===== src/rtl/ps2_decoder_pkg.sv =====
// ps2_decoder_pkg: PS/2 prefix and ignored-byte constants, decoder state and event record types
package ps2_decoder_pkg;
  localparam logic [7:0] SC_E0       = 8'hE0;
  localparam logic [7:0] SC_F0       = 8'hF0;
  localparam logic [7:0] SC_BAT_OK   = 8'hAA;
  localparam logic [7:0] SC_ACK      = 8'hFA;
  localparam logic [7:0] SC_BAT_FAIL = 8'hFC;
  localparam logic [7:0] SC_ECHO     = 8'hEE;
  localparam logic [7:0] SC_RESEND   = 8'hFE;
  localparam logic [7:0] SC_PAUSE    = 8'hE1;

  typedef enum logic [1:0] {IDLE, GOT_E0, GOT_F0, GOT_E0F0} state_e;

  typedef struct packed {
    logic       ext;
    logic       rel;
    logic [7:0] code;
  } evt_t;

  function automatic logic is_ignored(input logic [7:0] b);
    return b inside {SC_BAT_OK, SC_ACK, SC_BAT_FAIL, SC_ECHO, SC_RESEND, SC_PAUSE};
  endfunction
endpackage


===== src/rtl/ps2_event_fifo.sv =====
// ps2_event_fifo: power-of-two event FIFO; a push into a full FIFO only lands alongside a pop
module ps2_event_fifo
  import ps2_decoder_pkg::*;
#(
  parameter int FIFO_DEPTH = 4
) (
  input  logic                            clk_i,
  input  logic                            rst_i,
  input  logic                            push_i,
  input  logic                            pop_i,
  input  evt_t                            din_i,
  output evt_t                            dout_o,
  output logic                            full_o,
  output logic                            empty_o,
  output logic [$clog2(FIFO_DEPTH+1)-1:0] count_o
);
  localparam int AW = $clog2(FIFO_DEPTH);
  localparam int CW = $clog2(FIFO_DEPTH + 1);

  logic [AW-1:0] wr_q, wr_d, rd_q, rd_d;
  logic [CW-1:0] cnt_q, cnt_d;
  logic          do_push, do_pop;
  evt_t          mem_q [FIFO_DEPTH];

  assign full_o  = cnt_q == CW'(FIFO_DEPTH);
  assign empty_o = cnt_q == '0;
  assign do_pop  = pop_i & ~empty_o;
  assign do_push = push_i & (~full_o | pop_i);
  assign dout_o  = mem_q[rd_q];
  assign count_o = cnt_q;

  always_comb begin
    wr_d  = do_push ? wr_q + AW'(1) : wr_q;
    rd_d  = do_pop ? rd_q + AW'(1) : rd_q;
    cnt_d = cnt_q + CW'(do_push) - CW'(do_pop);
  end

  always_ff @(posedge clk_i or posedge rst_i)
    if (rst_i) begin
      wr_q  <= '0;
      rd_q  <= '0;
      cnt_q <= '0;
    end else begin
      wr_q  <= wr_d;
      rd_q  <= rd_d;
      cnt_q <= cnt_d;
    end

  always_ff @(posedge clk_i)
    if (do_push) mem_q[wr_q] <= din_i;
endmodule


===== src/rtl/ps2_scancode_decoder.sv =====
// ps2_scancode_decoder: E0/F0 prefix decoder feeding an event FIFO; define PS2_REPEAT_FILTER_EN to drop typematic repeats
module ps2_scancode_decoder
  import ps2_decoder_pkg::*;
#(
  parameter int FIFO_DEPTH = 4
) (
  input  logic                            CLOCK_50,
  input  logic                            reset,
  input  logic [7:0]                      ps2_key_data,
  input  logic                            ps2_key_pressed,
  output logic                            evt_valid,
  input  logic                            evt_ready,
  output logic [7:0]                      evt_code,
  output logic                            evt_extended,
  output logic                            evt_release,
  output logic [$clog2(FIFO_DEPTH+1)-1:0] fifo_count,
  output logic                            overflow
);
  state_e state_q, state_d;
  logic   push_q, push_d, ovf_q, ovf_d;
  evt_t   evt_q, ev, head;
  logic   emit, hold, fifo_full, fifo_empty;

  always_comb begin
    state_d = state_q;
    emit    = 1'b0;
    ev      = {state_q inside {GOT_E0, GOT_E0F0}, state_q inside {GOT_F0, GOT_E0F0}, ps2_key_data};
    if (ps2_key_pressed) begin
      if (ps2_key_data == SC_E0) state_d = GOT_E0;
      else if (ps2_key_data == SC_F0) state_d = (state_q inside {GOT_E0, GOT_E0F0}) ? GOT_E0F0 : GOT_F0;
      else if (!(state_q == IDLE && is_ignored(ps2_key_data))) begin
        state_d = IDLE;
        emit    = 1'b1;
      end
    end
  end

`ifdef PS2_REPEAT_FILTER_EN
  logic       rep_vld_q, rep_vld_d, key_match;
  logic [8:0] rep_key_q, rep_key_d;

  assign key_match = rep_vld_q && rep_key_q == {ev.ext, ev.code};

  always_comb begin
    rep_vld_d = rep_vld_q;
    rep_key_d = rep_key_q;
    hold      = 1'b0;
    if (emit && !ev.rel) begin
      hold      = key_match;
      rep_vld_d = 1'b1;
      rep_key_d = {ev.ext, ev.code};
    end else if (emit && key_match) rep_vld_d = 1'b0;
  end

  always_ff @(posedge CLOCK_50 or posedge reset)
    if (reset) begin
      rep_vld_q <= 1'b0;
      rep_key_q <= '0;
    end else begin
      rep_vld_q <= rep_vld_d;
      rep_key_q <= rep_key_d;
    end
`else
  assign hold = 1'b0;
`endif

  assign push_d = emit & ~hold;
  // pop is effective whenever the FIFO is full, so a full push drops only without ready
  assign ovf_d  = ovf_q | (push_q & fifo_full & ~evt_ready);

  always_ff @(posedge CLOCK_50 or posedge reset)
    if (reset) begin
      state_q <= IDLE;
      push_q  <= 1'b0;
      evt_q   <= '0;
      ovf_q   <= 1'b0;
    end else begin
      state_q <= state_d;
      push_q  <= push_d;
      evt_q   <= ev;
      ovf_q   <= ovf_d;
    end

  ps2_event_fifo #(.FIFO_DEPTH(FIFO_DEPTH)) u_fifo (
    .clk_i  (CLOCK_50),
    .rst_i  (reset),
    .push_i (push_q),
    .pop_i  (evt_ready),
    .din_i  (evt_q),
    .dout_o (head),
    .full_o (fifo_full),
    .empty_o(fifo_empty),
    .count_o(fifo_count)
  );

  assign evt_valid                               = ~fifo_empty;
  assign {evt_extended, evt_release, evt_code}   = fifo_empty ? 10'd0 : head;
  assign overflow                                = ovf_q;
endmodule


===== config.mk =====
export PLATFORM = sky130hd
export DESIGN_NAME = ps2_scancode_decoder
export DESIGN_NICKNAME = d
export VERILOG_FILES = /design/src/rtl/ps2_decoder_pkg.sv /design/src/rtl/ps2_event_fifo.sv /design/src/rtl/ps2_scancode_decoder.sv
export SDC_FILE = /design/constraint.sdc
export NUM_CORES = 1
export LEC_CHECK = 0
export BUFFER_PORTS_ARGS = -buffer_cell sky130_fd_sc_hd__buf_2
export CAP_MARGIN = 20
export CORE_MARGIN = 2
export CORE_UTILIZATION = 55
export DETAILED_ROUTE_END_ITERATION = 7
export PLACE_DENSITY = 0.77
export SLEW_MARGIN = 20
export SYNTH_ARGS = -nofsm -noshare
export SYNTH_HDL_FRONTEND = slang
export SYNTH_SLANG_ARGS = --single-unit

===== constraint.sdc =====
create_clock -name CLOCK_50 -period 2.5 [get_ports CLOCK_50]
set_input_delay 0.375 -clock CLOCK_50 [delete_from_list [all_inputs] [get_ports CLOCK_50]]
set_output_delay 0.375 -clock CLOCK_50 [all_outputs]
set_load 0.1 [all_outputs]

After elaboration in Yosys (flattened, before gate mapping):

Memory sizes are Yosys's and may differ from the RTL's.
Cells that the tools add are included.

* $add $sub $neg: 4
* multiply operators: 0
* div/mod/pow operators: 0
* $lt $le $gt $ge: 0
* equality and inequality tests: 13
* shift-type cells: 0
* mux-type cells: 11
* bitwise operators: 9
* reduce and logical (&&, ||, !) cells: 7

Operators by type and width (count)
* 8-bit equality test, second input constant: 8
* 10-bit 2-to-1 mux: 1
* 1-bit 2-to-1 mux: 7
* 2-bit 2-to-1 mux: 3
* 6-bit nonzero test: 1
* 2-bit by 1-bit adder with 2-bit output, second input constant: 2
* 1-bit bitwise AND: 4
* 2-bit equality test, second input constant: 2
* 2-bit nonzero test: 2
* 3-bit by 1-bit adder with 3-bit output: 1
* 3-bit equality test, second input constant: 1
* 3-bit logical NOT: 1
* 3-bit inequality test, second input constant: 1
* 1-bit NOT: 3
* 3-bit by 1-bit subtractor with 3-bit output: 1
* 2-bit by 1-bit equality test with 1-bit output, second input constant: 1
* 2-bit logical NOT: 1
* 1-bit OR: 2
* 2-bit AND reduction: 1
* 1-bit logical AND: 1

* register bits: 21
* bits in latches: 0
* memory bits (writable): 40
* bits in read-only memories: 0
* bits of input ports: 12
* output and inout bits: 15
* word-level logic and storage cells: 54
* memories kept: 1

Memory list
* u_fifo.mem_q: depth 4, bits a word 10, rd ports 1, clocked after Yosys merged registers in 0, write ports 1, RTL line ps2_event_fifo.sv:23 `evt_t mem_q [FIFO_DEPTH];`

Longest topological paths before layout:

Gate-level depths: netlist (run 1).

* depth in word-level cells: 7
* depth in mapped cells: 8
* mapped depth without buffers: 8

Hierarchy:

A second synthesis (run 1) with hierarchy kept.

* cell total of the unflattened synthesis: 137
* area total of the unflattened synthesis: 2423.6 um2

Modules (own cells, without submodules)
* ps2_event_fifo: instances 1, cells an instance 89, area an instance 1866.8 um2, sequential area each 1376.3 um2
* ps2_scancode_decoder: instances 1, cells an instance 48, area an instance 556.8 um2, sequential area each 350.3 um2

Worst setup path after synthesis (run 1):

OpenSTA, ideal clock, no wires.

* kind: flip-flop to output port
* start: reg u_fifo.cnt_q[1], in the netlist u_fifo.count_o[1]
* end: out evt_code[0]
* arrival time: 3.055 ns
* data required time: 2.125 ns
* setup slack: -0.930 ns
* stages on the path, launching flop included: 4
* buffers on the path: 1
* cell sequence: dfrtp_1 -> or3_1 -> clkbuf_1 -> and2_1

* longest elaborated chain between the ends: 2

Ends and longest elaborated chain
* start: declaration: RTL line ps2_event_fifo.sv:21 `logic [CW-1:0] cnt_q, cnt_d;`
* start signal: assignment: RTL line ps2_event_fifo.sv:46 `cnt_q <= cnt_d;`
* 3-bit logical NOT: RTL line ps2_event_fifo.sv:26 `assign empty_o = cnt_q == '0;`
* 10-bit 2-to-1 mux: RTL line ps2_scancode_decoder.sv:97 `assign {evt_extended, evt_release, evt_code} = fifo_empty ? 10'd0 : head;`
* end: declaration: RTL line ps2_scancode_decoder.sv:13 `output logic [7:0] evt_code,`

Every way passes these cells.

Worst setup path after layout (run 1):

* start: reg u_fifo.rd_q[0]
* end: out evt_code[5]

* longest elaborated chain between the ends: 2

Ends and longest elaborated chain
* start: declaration: RTL line ps2_event_fifo.sv:20 `logic [AW-1:0] wr_q, wr_d, rd_q, rd_d;`
* start signal: assignment: RTL line ps2_event_fifo.sv:45 `rd_q <= rd_d;`
* memory read 4 x 10 bit
* 10-bit 2-to-1 mux: RTL line ps2_scancode_decoder.sv:97

Every way passes these cells.

==> results by group, run 1 <==
STA
  – Tightest Pin Transition: 0.789 ns
  – Remaining max-slew budget at the tightest pin: 47.3%
  – RSZ-0062 raised after global routing: false
  – Min cycle time layout: 2.40 ns
  – Final TNS setup: 0 ns
  – Clock tree skew after final layout: 0.00511 ns
  – Portion of the clock cycle consumed by the worst path in the final layout: 96.1%
  – Setup-violating endpoint count in the final report: 0
  – Max-slew violation total from the final report: 0
  – Maximum clock rate: 416 MHz
  – Hold Vio Cnt, Final: 0

GRT
  – Number of antenna violations at the first check in global routing: 0
  – GRT Util Overall: 18.1%
  – Gr ovfl total: 0
  – Via count of the first global-routing pass: 1247
  – Wire length of the first global-routing pass: 6360 um
  – Largest net degree at the start of global routing: 22

Yosys
  – #FFs+latches synth: 61
  – Syn Nets: 155
  – Yosys synthesis warning count: 0
  – Post-synth EDFFs: 40
  – Asr flop ratio synth: 34.4%
  – List of most frequent post-synthesis cells: 40 x edfxtp_1, 21 x dfrtp_1, 15 x and2_1, 10 x inv_1, 8 x mux4_2
  – Number of unique standard cell types used by synthesis: 29
  – Syn Area/Cell: 17.8 sq um
  – Area share of the leading cell type in the synthesized netlist: 49.6%
  – Most common cell in the netlist: edfxtp_1
  – Leading area contributor after synthesis: edfxtp_1
  – Leading post-synthesis cells by cell area: edfxtp_1 50%, dfrtp_1 22%, mux4_2 7.4%
  – Top FF cell, synth: edfxtp_1
  – Gate count after technology mapping: 136
  – Sequential fraction of the synthesis area: 71.3%
  – Netlist Area Pre-Place: 0.00242 sq mm

Floorplan
  – Die Ht: 70.4 um
  – Die Outline Area: 0.00495 sq mm
  – Core region area: 0.00429 sq mm
  – Std cell rows: 24
  – Initial core utilization: 56.4%
  – Top Ports: 27
  – Die width: 70.4 um

Cells and area
  – Final-stage net count: 189
  – Ant diodes: 0
  – Proportion of layout cells with a drive suffix above 1: 37.7%
  – Number of fillers in the final layout: 318
  – Area delta synth->final: 15.5%

Clocking
  – Buffer type at the clock tree root: clkbuf_8
  – CTS tree: done
  – CTS sink count: 61
  – Clock-pin transition on the worst setup and hold timing paths: 0.06 ns
  – TritonCTS Buffers: 9
  – H-tree level count: 3
  – CTS hold repair buffers: 0
  – Number of buffers inserted to repair setup after CTS: 0
  – Clock Path Buffers: 2
  – Clock Latency Late Sink: 0.32 ns
  – Resized Gates After CTS: 0

Routing
  – Routed vias/inst: 5.24
  – DRT Wirelength: 3810 um
  – Number of search-and-repair iterations in the first detailed-routing pass: 4
  – DRC violation total after the first TritonRoute iteration: 89
  – Count of unresolved DRC violations after routing: 0
  – Antenna Nets Post-Route: 0
  – Vias: 1189
  – Routed wirelength normalized by instance count: 16.8 um

Worst setup path
  – Critical register-to-register path endpoint: u_fifo.count_o[2]$_DFF_PP0_
  – Critical path data arrival time: 2.03 ns
  – Setup CP Type: flip-flop to primary output
  – Worst endpoint required time: 2.12 ns
  – Slowest cell on the critical path: dfrtp_1
  – R2r setup slk: 0.20 ns
  – Top delay family on crit path: buffers and inverters
  – Largest incremental delay on the critical path: 0.50 ns
  – Chain of cells forming the critical path: buf_4 > mux4_2 > and2_2 > buf_2
  – Termination of the worst setup path: evt_code[5]
  – Crit path depth: 4
  – Startpoint kind of the worst setup timing path: flip-flop
  – Worst Path Buf+Inv: 2
  – Count of cells along the worst register-to-register path: 8
  – Crit path capture type: primary output
  – Setup crit start: u_fifo.rd_q[0]$_DFFE_PP0P_
  – Reg-to-reg critical path startpoint: u_fifo.count_o[1]$_DFF_PP0_
  – Largest fanout of any net on the critical path: 6

Placement
  – Count of buffers inserted at the top-level ports: 26
  – RePlAce Congestion: 0.786
  – Detail Placement HPWL: 2650 um

Run status
  – Status: completed

Min path
  – Worst Hold Class: input pin to async pin

Job
  – Max-capacitance violation count: 0
-- layout by cell type (no fill, tap or decap), drive strengths merged --
master | netlist | layout
a21o | 1 | 1
a21oi | 2 | 2
a221oi | 1 | 1
a31oi | 1 | 1
and2 | 15 | 15
buf | 3 | 29
bufinv | 0 | 1
clkbuf | 3 | 10
clkinv | 0 | 5
dfrtp | 21 | 21
edfxtp | 40 | 40
fa | 1 | 1
ha | 6 | 6
inv | 10 | 10
maj3 | 1 | 1
mux2 | 1 | 1
mux4 | 10 | 10
nand2 | 1 | 1
nand3 | 2 | 2
nand4 | 1 | 1
nor2 | 2 | 2
nor2b | 4 | 4
nor3 | 1 | 1
nor4b | 1 | 1
o22ai | 1 | 1
o311a | 1 | 1
or3 | 1 | 1
xnor2 | 4 | 4
xor2 | 1 | 1
-- cell families after synthesis --
logic type | after synthesis | synth area share, %
flip-flops | 61 | 71.3
AND/OR/NAND/NOR | 28 | 7.13
buffers and inverters | 16 | 3.15
multiplexers | 11 | 10.2
adder cells (fa/ha/maj) | 8 | 4.39
AO/OA/AOI/OAI | 7 | 2.02
XOR/XNOR | 5 | 1.81
-- registers in the layout (all words and copies together), names as in the netlist --
signal	cells
u_fifo.mem_q	40
evt_q	10
u_fifo.count_o	3
state_q	2
u_fifo.rd_q	2
u_fifo.wr_q	2
overflow	1
push_q	1
-- cell type report --
class / count / area [sq um] / area share [%]
flip-flops and latches: 61 / 1730 / 61.9
multi-input cells: 59 / 631 / 22.5
repair buffers: 29 / 153 / 5.46
clock buffers: 10 / 128 / 4.56
well taps: 52 / 65.1 / 2.33
clock inverters: 6 / 53.8 / 1.92
inverters: 10 / 37.5 / 1.34
-- worst min path at each step --
stage	end	slack [ns]	cells after the start
global placement	evt_q[8]$_DFF_PP0_	0.40	0
detailed placement	evt_q[8]$_DFF_PP0_	0.40	0
global route	evt_q[7]$_DFF_PP0_	0.17	1
floorplan	evt_q[0]$_DFF_PP0_	0.35	1
CTS	evt_q[7]$_DFF_PP0_	0.17	1
finish	evt_q[2]$_DFF_PP0_	0.19	2
-- metal layers --
metal	global-route usage, %	wire length, um	vias to the layer above
met3	4.91	136	7
met5	0	0	-
met1	23.0	1680	584
li1	-	-	568
met4	10.9	54	0
met2	27.9	1940	30
-- stage by stage --
| step | hold slack (ns) | cell area, sq um | worst slack [ns] | util (%) | std cells |
|---|---|---|---|---|---|
| detailed placement | 0.400 | 2620 | 0.201 | 60.9 | 211 |
| floorplan | 0.351 | 2440 | 0.00268 | - | 136 |
| CTS | 0.170 | 2800 | 0.0653 | 65.2 | 227 |
| global route | 0.172 | 2800 | 0.00857 | 65.2 | 227 |
| global placement | 0.399 | 2620 | 0.305 | 60.9 | 211 |
| finish | 0.187 | 2800 | 0.0985 | 65.2 | 227 |
Power of run 1 is not shown: default switching activity piles up to over one toggle a cycle in this logic, so the estimate is an artifact.
==> run 2: changes to the inputs <==
--- a/config.mk
+++ b/config.mk
@@ -8,9 +8,9 @@
 export BUFFER_PORTS_ARGS = -buffer_cell sky130_fd_sc_hd__buf_2
 export CAP_MARGIN = 20
 export CORE_MARGIN = 2
-export CORE_UTILIZATION = 55
+export CORE_UTILIZATION = 35
 export DETAILED_ROUTE_END_ITERATION = 7
-export PLACE_DENSITY = 0.77
+export PLACE_DENSITY = 0.53
 export SLEW_MARGIN = 20
 export SYNTH_ARGS = -nofsm -noshare
 export SYNTH_HDL_FRONTEND = slang
==> results by group, run 2 (synthesized netlist as in run 1, its figures left out) <==
Routing
  – DRC violation total after the first TritonRoute iteration: 96
  – Routed wirelength normalized by instance count: 16.3 um
  – Antenna Nets Post-Route: 0
  – Number of search-and-repair iterations in the first detailed-routing pass: 4
  – Count of unresolved DRC violations after routing: 0
  – Vias: 1220
  – Routed vias/inst: 4.80
  – DRT Wirelength: 4130 um

STA
  – RSZ-0062 raised after global routing: false
  – Clock tree skew after final layout: 0.00501 ns
  – Max-slew violation total from the final report: 0
  – Tightest Pin Transition: 0.819 ns
  – Min cycle time layout: 2.39 ns
  – Final TNS setup: 0 ns
  – Maximum clock rate: 419 MHz
  – Portion of the clock cycle consumed by the worst path in the final layout: 95.5%
  – Setup-violating endpoint count in the final report: 0
  – Remaining max-slew budget at the tightest pin: 45.4%
  – Hold Vio Cnt, Final: 0

GRT
  – Wire length of the first global-routing pass: 6560 um
  – GR Util met1: 14.4%
  – GRT Util Overall: 12.3%
  – Routing usage on met2: 20.7%
  – Via count of the first global-routing pass: 1299
  – Largest net degree at the start of global routing: 22
  – Busiest layer in global routing: met2
  – Number of antenna violations at the first check in global routing: 0
  – Gr ovfl total: 0
  – GR Util met3: 3.13%

Clocking
  – Clock Latency Late Sink: 0.32 ns
  – H-tree level count: 3
  – TritonCTS Buffers: 9
  – CTS sink count: 61
  – CTS tree: done
  – Clock-pin transition on the worst setup and hold timing paths: 0.06 ns
  – Clock Path Buffers: 2
  – Buffer type at the clock tree root: clkbuf_8

Floorplan
  – Top Ports: 27
  – Initial core utilization: 35.9%
  – Core region area: 0.00676 sq mm
  – Die Ht: 87.2 um
  – Die width: 87.2 um
  – Die Outline Area: 0.00760 sq mm
  – Std cell rows: 30

Worst setup path
  – Critical path data arrival time: 2.01 ns
  – Worst endpoint required time: 2.12 ns
  – Setup CP Type: flip-flop to primary output
  – Crit path capture type: primary output
  – Startpoint kind of the worst setup timing path: flip-flop
  – Largest fanout of any net on the critical path: 8

Cells and area
  – Multi-input logic area: 631 sq um
  – Ant diodes: 0
  – Number of fillers in the final layout: 631
  – Most common cell after layout, fill and taps aside: edfxtp_1
  – Area delta synth->final: 18.0%
  – Flip-flop count of the largest register, all copies and words added: 40
  – Proportion of layout cells with a drive suffix above 1: 38.5%
  – Top library cells by usage in the layout, fill and taps aside: 40 x edfxtp_1, 26 x buf_2, 18 x dfrtp_1, 11 x clkbuf_8, 10 x inv_1
  – Sequential Area: 0.00173 sq mm
  – Final-stage net count: 188
  – Most flop-heavy register: u_fifo.mem_q

Job
  – Max-capacitance violation count: 0

Placement
  – Detail Placement HPWL: 2770 um
  – RePlAce Congestion: 0.763
  – Count of buffers inserted at the top-level ports: 26

Run status
  – Status: completed

Min path
  – Worst Hold Class: input pin to flip-flop
[run 2: final cells by class]
| cell class | instances | area share (%) |
|---|---|---|
| flip-flops and latches | 61 | 60.6 |
| clock inverters | 5 | 2.06 |
| clock buffers | 11 | 5.30 |
| inverters | 10 | 1.31 |
| well taps | 80 | 3.50 |
| multi-input cells | 59 | 22.1 |
| repair buffers | 28 | 5.21 |
[run 2: worst max-delay path: stages (launching register included)]
cell and delay (ns):
dfrtp_1 0.47, buf_6 0.22, mux4_2 0.52, and2_2 0.20, buf_2 0.28
[run 2: path summary, 6_finish.rpt]
check                                            start                     endpoint  slack, ns  cells after the start
max                         u_fifo.rd_q[0]$_DFFE_PP0P_                  evt_code[6]       0.11                      4
min                                    ps2_key_data[3]           evt_q[3]$_DFF_PP0_       0.18                      1
max reg2reg                u_fifo.count_o[1]$_DFF_PP0_  u_fifo.count_o[2]$_DFF_PP0_       0.23                      8
min reg2reg                     state_q[0]$_DFFE_PP0P_           evt_q[9]$_DFF_PP0_       0.41                      0
max in group asynchronous                        reset  u_fifo.count_o[0]$_DFF_PP0_       1.74                      2
min in group asynchronous                        reset           overflow$_DFF_PP0_       0.20                      2
[run 2: layer usage]
| layer | wire [um] | up-vias |
|---|---|---|
| li1 | - | 563 |
| met1 | 1750 | 623 |
| met2 | 2170 | 28 |
| met3 | 149 | 6 |
| met4 | 59 | 0 |
| met5 | 0 | - |
[run 2: what timing repair did]
item | CTS | global route
resized for setup | 0 | 1
hold buffers | 0 | 0
setup endpoints to repair | 0 | 5
buffers inserted | 0 | 0
[run 2: metrics by stage]
stage / utilization, % / instances / setup slack [ns] / hold slack [ns] / area (sq um)
global route: 42.3 / 254 / 0.0319 / 0.163 / 2860
finish: 42.3 / 254 / 0.112 / 0.179 / 2860
global placement: 39.1 / 238 / 0.303 / 0.396 / 2640
floorplan: - / 136 / 0.00268 / 0.351 / 2440
CTS: 42.2 / 254 / 0.0273 / 0.161 / 2850
detailed placement: 39.1 / 238 / 0.237 / 0.403 / 2640
Power of run 2 is left out for the same reason.
==> run 3: changes to the inputs <==
--- a/config.mk
+++ b/config.mk
@@ -14,4 +14,5 @@
 export SLEW_MARGIN = 20
 export SYNTH_ARGS = -nofsm -noshare
 export SYNTH_HDL_FRONTEND = slang
+export SYNTH_HIERARCHICAL = 1
 export SYNTH_SLANG_ARGS = --single-unit
==> results by group, run 3 <==
Yosys
  – Syn Nets: 156
  – Sequential fraction of the synthesis area: 71.2%
  – Top FF cell, synth: edfxtp_1
  – Netlist Area Pre-Place: 0.00242 sq mm
  – Asr flop ratio synth: 34.4%
  – Yosys synthesis warning count: 6
  – Area share of the leading cell type in the synthesized netlist: 49.6%
  – #FFs+latches synth: 61
  – Post-synth EDFFs: 40
  – Leading area contributor after synthesis: edfxtp_1
  – Gate count after technology mapping: 137
  – Most common cell in the netlist: edfxtp_1
  – Leading post-synthesis cells by cell area: edfxtp_1 50%, dfrtp_1 22%, mux4_2 9.3%
  – Syn Area/Cell: 17.7 sq um
  – Number of unique standard cell types used by synthesis: 30
  – List of most frequent post-synthesis cells: 40 x edfxtp_1, 21 x dfrtp_1, 12 x inv_1, 10 x mux4_2, 10 x nor2b_1

Placement
  – Detail Placement HPWL: 2890 um
  – Placed instance count: 240
  – RePlAce Congestion: 0.734
  – Worst-case setup slack after placement: 0.200 ns
  – Count of buffers inserted at the top-level ports: 26

STA
  – Tightest Pin Transition: 0.575 ns
  – Setup-violating endpoint count in the final report: 0
  – Portion of the clock cycle consumed by the worst path in the final layout: 94.1%
  – Clock tree skew after final layout: 0.00574 ns
  – Hold Vio Cnt, Final: 0
  – Max-slew violation total from the final report: 0
  – RSZ-0062 raised after global routing: false
  – Final hold slack: 0.202 ns
  – Maximum clock rate: 425 MHz
  – Min cycle time layout: 2.35 ns
  – Remaining max-slew budget at the tightest pin: 61.6%
  – Worst Setup Slack, final: 0.148 ns

Cells and area
  – Proportion of layout cells with a drive suffix above 1: 41.8%
  – Most common cell after layout, fill and taps aside: edfxtp_1
  – Area delta synth->final: 18.9%
  – Most flop-heavy register: u_fifo/mem_q
  – Ant diodes: 0
  – Top library cells by usage in the layout, fill and taps aside: 40 x edfxtp_1, 26 x buf_2, 18 x dfrtp_1, 12 x inv_1, 10 x mux4_2
  – Core occupancy in the finished layout: 42.7%
  – Flip-flop count of the largest register, all copies and words added: 40
  – Non-filler instance count after layout: 257
  – Final-stage net count: 191

GRT
  – Gr ovfl total: 0
  – Number of antenna violations at the first check in global routing: 0
  – Wire length of the first global-routing pass: 6890 um
  – Routing usage on met2: 22.2%
  – GR Util met1: 14.7%
  – GR Util met3: 4.55%
  – Via count of the first global-routing pass: 1317
  – Largest net degree at the start of global routing: 15
  – GRT Util Overall: 13.0%
  – Busiest layer in global routing: met2

Routing
  – DRC violation total after the first TritonRoute iteration: 28
  – Vias: 1226
  – Count of unresolved DRC violations after routing: 0
  – Routed wirelength normalized by instance count: 16.8 um
  – DRT Wirelength: 4330 um
  – Routed vias/inst: 4.77
  – Antenna Nets Post-Route: 0
  – Number of search-and-repair iterations in the first detailed-routing pass: 4

Min path
  – Worst Hold Class: input pin to flip-flop

Worst setup path
  – Top delay family on crit path: adder cells
  – Largest incremental delay on the critical path: 0.45 ns
  – Worst Path Buf+Inv: 2
  – Largest fanout of any net on the critical path: 7
  – Setup CP Type: flip-flop to flip-flop
  – Worst endpoint required time: 2.73 ns
  – Chain of cells forming the critical path: or3b_1 > o21a_4 > inv_1 > ha_1 > inv_1 > ha_1 > fa_1 > xor2_1 > xnor2_1
  – Startpoint kind of the worst setup timing path: flip-flop
  – Critical path data arrival time: 2.58 ns
  – Crit path capture type: flip-flop
  – Slowest cell on the critical path: dfrtp_2

Floorplan
  – Std cell rows: 30
  – Top Ports: 27
  – Die width: 87.2 um
  – Initial core utilization: 35.9%
  – Die Outline Area: 0.00761 sq mm
  – Core region area: 0.00676 sq mm
  – Die Ht: 87.2 um

Clocking
  – Buffer type at the clock tree root: clkbuf_8
  – Clock-pin transition on the worst setup and hold timing paths: 0.06 ns
  – Clock Path Buffers: 2
  – CTS tree: done
  – H-tree level count: 3
  – Clock Latency Late Sink: 0.33 ns
  – TritonCTS Buffers: 9
  – CTS sink count: 61

Job
  – Max-capacitance violation count: 0

Run status
  – Status: completed
[run 3: path summary, 6_finish.rpt]
check | start | cells past startpoint | endpoint | slack (ns)
max in group asynchronous | reset | 3 | evt_q[1]$_DFF_PP0_ | 1.47
worst max register to register | u_fifo/count_o[1]$_DFF_PP0_ | 9 | u_fifo/count_o[2]$_DFF_PP0_ | 0.15
worst min-delay path | ps2_key_data[6] | 1 | evt_q[6]$_DFF_PP0_ | 0.20
min in group asynchronous | reset | 3 | u_fifo/rd_q[1]$_DFFE_PP0P_ | 0.54
worst max-delay path | u_fifo/count_o[1]$_DFF_PP0_ | 9 | u_fifo/count_o[2]$_DFF_PP0_ | 0.15
worst min register to register | state_q[0]$_DFFE_PP0P_ | 0 | evt_q[9]$_DFF_PP0_ | 0.46
[run 3: cell families (layout without fill, tap and decap cells)]
kind of cell / count (synthesis) / count (layout) / share of synthesized area (%)
AOI/OAI and AO/OA: 9 / 9 / 3.10
buffers and inverters: 17 / 57 / 2.68
adders and majority gates: 8 / 8 / 4.39
muxes: 11 / 11 / 9.91
and+or+nand+nor: 26 / 26 / 6.87
xor gates and xnor gates: 5 / 5 / 1.81
DFF: 61 / 61 / 71.2
[run 3: layout make-up]
class	instances	area, sq um
Fill cell	620	3870
Sequential cell	61	1730
Multi-Input combinational cell	59	692
Timing Repair Buffer	29	155
Clock buffer	10	128
Tap cell	80	100
Inverter	12	45.0
Clock inverter	6	30.0
[run 3: repair_timing]
action	in CTS	in global routing
setup endpoints to repair	0	0
endpoints found under the hold margin	7	0
hold buffers	1	0
setup buffers	0	0
gates resized for setup	0	0
[run 3: through the flow]
step	setup TNS (ns)	cell area [sq um]
5_1_grt	0	2880
6_report	0	2880
2_1_floorplan	-0.139	2480
4_1_cts	0	2880
3_3_place_gp	0	2720
3_5_place_dp	0	2720
[run 3: metal layers]
layer	routed length, um	up-vias
met5	0	-
met4	65	0
met3	211	6
met2	2250	28
met1	1800	623
li1	-	569
Power of run 3 is left out for the same reason.
